===== config.mk =====
export PLATFORM = sky130hd
export DESIGN_NAME = param_2to1_stream_arb
export DESIGN_NICKNAME = d
export VERILOG_FILES = /design/src/rtl/param_2to1_stream_arb.sv
export SDC_FILE = /design/constraint.sdc
export NUM_CORES = 1
export LEC_CHECK = 0
export ABC_AREA = 1
export CAP_MARGIN = 10
export CORE_UTILIZATION = 36
export CTS_CLUSTER_DIAMETER = 120
export DETAILED_ROUTE_END_ITERATION = 10
export GPL_TIMING_DRIVEN = 0
export PLACE_DENSITY = 0.81
export SETUP_SLACK_MARGIN = 0.5
export SLEW_MARGIN = 20
export SYNTH_ARGS = -nofsm -noshare
export SYNTH_HDL_FRONTEND = slang
export SYNTH_SLANG_ARGS = --single-unit

===== constraint.sdc =====
create_clock -name clk -period 1.05 [get_ports clk]
set_input_delay 0.21 -clock clk [delete_from_list [all_inputs] [get_ports clk]]
set_output_delay 0.21 -clock clk [all_outputs]
set_load 0.01 [all_outputs]

===== src/rtl/param_2to1_stream_arb.sv =====
// ============================================================================
// Module   : param_2to1_stream_arb
// Brief    : Two-input val/rdy round-robin arbiter with a one-entry output buffer.
//            Define PARAM_2TO1_STREAM_ARB_FIXED_PRIO_EN for fixed in0-first priority.
// Revision : 1.0 - initial release
// ============================================================================
`default_nettype none

module param_2to1_stream_arb #(
   parameter int nbits = 8
) (
   input  logic             clk,
   input  logic             reset_n,
   input  logic             in0_val,
   output logic             in0_rdy,
   input  logic [nbits-1:0] in0_msg,
   input  logic             in1_val,
   output logic             in1_rdy,
   input  logic [nbits-1:0] in1_msg,
   output logic             out_val,
   input  logic             out_rdy,
   output logic [nbits-1:0] out_msg,
   output logic             out_src
);

   typedef enum logic [0:0] {
      ST_EMPTY = 1'b0,
      ST_FULL  = 1'b1
   } state_t;

   state_t           r_state;
   logic [nbits-1:0] r_msg;
   logic             r_src;

   logic             w_can_accept;
   logic             w_gnt_val;
   logic             w_gnt;
   logic             w_xfer_in;
   logic             w_xfer_out;

   assign w_can_accept = (r_state == ST_EMPTY) || out_rdy;
   assign w_gnt_val    = in0_val || in1_val;

`ifdef PARAM_2TO1_STREAM_ARB_FIXED_PRIO_EN
   assign w_gnt = !in0_val;
`else
   logic r_prio;

   // Contention resolves to the favoured input; a lone requester always wins.
   always_comb begin
      w_gnt = 1'b0;
      if (in0_val && in1_val)
         w_gnt = r_prio;
      else if (in1_val)
         w_gnt = 1'b1;
   end

   always_ff @(posedge clk or negedge reset_n) begin
      if (!reset_n)
         r_prio <= 1'b0;
      else if (w_xfer_in)
         r_prio <= !w_gnt;
   end
`endif

   assign in0_rdy    = w_can_accept && w_gnt_val && !w_gnt;
   assign in1_rdy    = w_can_accept && w_gnt_val &&  w_gnt;
   assign w_xfer_in  = in0_rdy || in1_rdy;
   assign w_xfer_out = (r_state == ST_FULL) && out_rdy;

   // Buffer contents are only rewritten on an input transfer, so they persist after draining.
   always_ff @(posedge clk or negedge reset_n) begin
      if (!reset_n) begin
         r_state <= ST_EMPTY;
         r_msg   <= '0;
         r_src   <= 1'b0;
      end else if (w_xfer_in) begin
         r_state <= ST_FULL;
         r_msg   <= w_gnt ? in1_msg : in0_msg;
         r_src   <= w_gnt;
      end else if (w_xfer_out) begin
         r_state <= ST_EMPTY;
      end
   end

   assign out_val = (r_state == ST_FULL);
   assign out_msg = r_msg;
   assign out_src = r_src;

endmodule

`default_nettype wire


==> results.txt, run 1 <==
The flow ran to the end, but the final reports show violations. The checks that failed: negative setup slack. The total congestion overflow after global routing was 0; the relative area change from synthesis to final layout was 98.5%. The startpoint type of the worst setup path is a flip-flop. The tools report the timing startpoint of the critical path as r_prio. For the final RePlAce weighted congestion, the log shows 0.699. Across all hold checks on the routed design, the worst slack comes to 0.00429 ns.

The largest total area in the synthesized netlist belongs to sky130_fd_sc_hd__dfrtp_1. The initial antenna violation count was 0; the static leakage power was 0.551 nW. The worst setup path is of the flip-flop to output port kind. Counting cells, the worst reg-to-reg path comes to 6.

The cell area power density is 1200 nW/µm², and the endpoint arrival time on the critical path is 1.13 ns. Clock buffer count from CTS: 3. TritonCTS built the clock tree.

The number of routed nets with antenna violations was 0; the area of the mapped netlist was 589 µm². The number of nets handed over by synthesis was 82. The worst-case IR drop observed on VDD is 0.000685 V. The smallest clock period supported by the final layout is computed as 1.34 ns. After technology mapping, the gate count stands at 61. For this run, the leading register cell type out of synthesis is sky130_fd_sc_hd__dfrtp_1. The setup slack after layout is -0.290 ns, and the global-route wire length before repair is 3.08 mm.

The most common cell in the synthesized netlist is sky130_fd_sc_hd__nand3_1. Along the worst path, the maximum fanout reaches 4. The run gives 0 as the number of warnings issued by yosys. The number of enable-type register cells in the synthesized netlist came out at 0. Summed over all nets, the half-perimeter wirelength after detailed placement is 1.13 mm.

The region available for standard cell placement spans 1520 µm². The worst-case clock skew came out at 0.00229 ns. The fraction of final layout cells sized beyond drive strength 1 works out to 0.525.

The number of different library cells in the post-synthesis netlist was 16; the average routed wire per standard cell was 15.6 µm. The die covers 1800 µm². Following the worst setup path forward leads to its endpoint at in0_rdy. The run gives 0.746 GHz as the highest clock frequency the design can meet. The final route contains 711 vias. The total power is 0.00140 W.

The pre-antenna-repair detailed-routing pass consisted of 4 iterations. The setup check on the worst reg-to-reg path leaves a slack of -0.06 ns. The logs give 0.387 for the initial core utilization and 11 for the number of clock sinks. STA puts the critical path data required time at 0.84 ns. The net total in the final layout was 140; the count of endpoints failing setup in the final report was 12. In this run, synthesis produced a sequential element count of 11.

The wire length reported by the detailed router is 2.10 mm, and the total I/O pin count is 33. The total count of max-transition violations in the final report was 0; the measured slew at the worst slew-check pin was 0.518 ns. Share of async-settable or async-resettable flops after synthesis: 1.00. The via count of the first global-routing pass came out at 658.

The tools report the sequential share of the synthesized area as 0.467. Clock latency on the worst-skew pair, taken at its later pin, is 0.28 ns. The final critical-path share of the clock period works out to 1.28.

Final hold violation count: 0. The post-layout utilization of the core was 0.768. The run gives 0 as the number of violations of the max-capacitance limit. The worst register-to-register path begins at r_prio. The global router's overall resource usage was 0.235; the number of H-tree branching levels was 1. 0 antenna diodes ended up in the layout.

In this run the critical register-to-register path is captured at out_msg[7]. The worst setup path is captured at an output port. Violation count after the first detailed-route iteration: 24.

Setup repair after global routing could not meet its margin everywhere. The vias per cell came out at 5.31. Entering global routing, the biggest net connects 12 pins. The buffer cell driving the clock tree root is sky130_fd_sc_hd__clkbuf_4.

The total of hold buffers inserted after clock tree synthesis is 0, and the average instance area after synthesis is 9.66 µm². After detailed routing, the number of remaining DRC violations is 0. Clock-pin slew was measured on the worst setup and hold paths at 0.07 ns. The standard-cell row count came out at 14.

In this run the vertical extent of the chip is 42.5 µm. The min-delay analysis places its worst path in the category input pin to async pin. By count the netlist is led by sky130_fd_sc_hd__nand3_1, sky130_fd_sc_hd__dfrtp_1, sky130_fd_sc_hd__nand2_1. Sorting the synthesized cells by area gives the leading types as sky130_fd_sc_hd__dfrtp_1, sky130_fd_sc_hd__nand3_1, sky130_fd_sc_hd__nand4_1. The longest clock path from root to sink contains 2 buffers.

The fill cell instance count of the final layout was 116. The worst slew slack as a fraction of its limit is 0.655, and the horizontal extent of the die is 42.5 µm. The count of buffers added on input and output ports is 32. The proportion of netlist area held by the largest area contributor came out at 0.467.
[timing repair]
item                                    in CTS  in global routing
buffers inserted                            13                  5
gates resized for setup                     65                 12
cloned                                       1                  2
endpoints found under the setup margin      34                 23
pin swaps                                    6                 10
[logic make-up (layout without fill, tap and decap cells)]
logic type      Yosys count  after routing  synth area share
simple gates             43             44             0.452
flops                    11             11             0.467
buf+inv                   5             61            0.0446
compound gates            2              2            0.0361
[worst max-delay path: stages, from the launching register on]
cell and delay (ns):
sky130_fd_sc_hd__dfrtp_1 0.38, sky130_fd_sc_hd__inv_2 0.08, sky130_fd_sc_hd__nand2_4 0.07, sky130_fd_sc_hd__nand2_8 0.10, sky130_fd_sc_hd__inv_4 0.04, sky130_fd_sc_hd__nor2_4 0.08, sky130_fd_sc_hd__buf_6 0.10
[layer usage]
layer  up-vias  wire length [µm]  global-route usage
met5         -                 0                   0
met4         0                54              0.0938
met3         7               117              0.0259
met2        34              1120               0.382
met1       339               803               0.320
li1        331                 -                   -
[sequential cells by signal, summed over array words and instances (netlist names)]
name	count
r_prio	1
out_src	1
out_msg	8
out_val	1
[through the flow]
step                      TNS, ns  cell area, µm²  setup slack (ns)  instances
final                      -0.877            1170            -0.290        134
after global routing        -1.40            1170            -0.332        134
after CTS                  -0.601            1090            -0.283        127
after detailed placement    -5.95             943            -0.966        109
after global placement      -5.67             943            -0.950        109
after floorplan                 0             603            0.0574         61
[power breakdown]
group	switching [W]	leakage [nW]	internal, W
Sequential	0.0000329	0.129	0.000488
Clock	0.000158	0.0150	0.000148
Combinational	0.000272	0.408	0.000305
[how the worst min path moves through the flow]
| stage | start | end | slack [ns] | cells after the start |
|---|---|---|---|---|
| global route | reset_n | out_msg[6] | 0.03 | 1 |
| floorplan | reset_n | out_msg[0] | -0.09 | 0 |
| global placement | out_src | out_src | 0.48 | 2 |
| detailed placement | out_msg[4] | out_msg[4] | 0.48 | 2 |
| CTS | reset_n | r_prio | 0.03 | 1 |
| finish | reset_n | out_msg[6] | 0.004 | 1 |
[layout by cell type, fill, tap and decap left out]
cell type / instances
sky130_fd_sc_hd__nand3_2: 8
sky130_fd_sc_hd__dlygate4sd2_1: 3
sky130_fd_sc_hd__clkbuf_1: 1
sky130_fd_sc_hd__buf_2: 9
sky130_fd_sc_hd__a21oi_2: 1
sky130_fd_sc_hd__nor2_8: 1
sky130_fd_sc_hd__buf_4: 11
sky130_fd_sc_hd__nand4_1: 8
sky130_fd_sc_hd__inv_1: 1
sky130_fd_sc_hd__o21ai_4: 1
sky130_fd_sc_hd__nand2_4: 2
sky130_fd_sc_hd__clkbuf_4: 3
sky130_fd_sc_hd__inv_4: 1
sky130_fd_sc_hd__nor2_4: 4
sky130_fd_sc_hd__clkdlybuf4s50_1: 16
sky130_fd_sc_hd__nand2_8: 1
sky130_fd_sc_hd__nor2_2: 3
sky130_fd_sc_hd__buf_12: 1
sky130_fd_sc_hd__clkbuf_2: 1
sky130_fd_sc_hd__dfrtp_1: 10
sky130_fd_sc_hd__nand2_1: 9
sky130_fd_sc_hd__buf_6: 12
sky130_fd_sc_hd__dfrtp_2: 1
sky130_fd_sc_hd__inv_2: 2
sky130_fd_sc_hd__nand3_1: 8
[final cells by class]
type                    count  area [µm²]  area share
plain buffers               1        11.3     0.00963
flip-flops and latches     11         277       0.236
clock buffers               4        26.3      0.0225
well taps                  16        20.0      0.0171
inverters                   4        17.5      0.0150
repair buffers             52         463       0.396
multi-input cells          46         355       0.304
Power figures use the tool's default switching activity.
==> run 2, diff against run 1 <==
--- a/config.mk
+++ b/config.mk
@@ -6,7 +6,6 @@
 export NUM_CORES = 1
 export LEC_CHECK = 0
 export ABC_AREA = 1
-export CAP_MARGIN = 10
 export CORE_UTILIZATION = 36
 export CTS_CLUSTER_DIAMETER = 120
 export DETAILED_ROUTE_END_ITERATION = 10
==> results of run 2 <==
Final layout, timing and power as in run 1 (identical DEF).
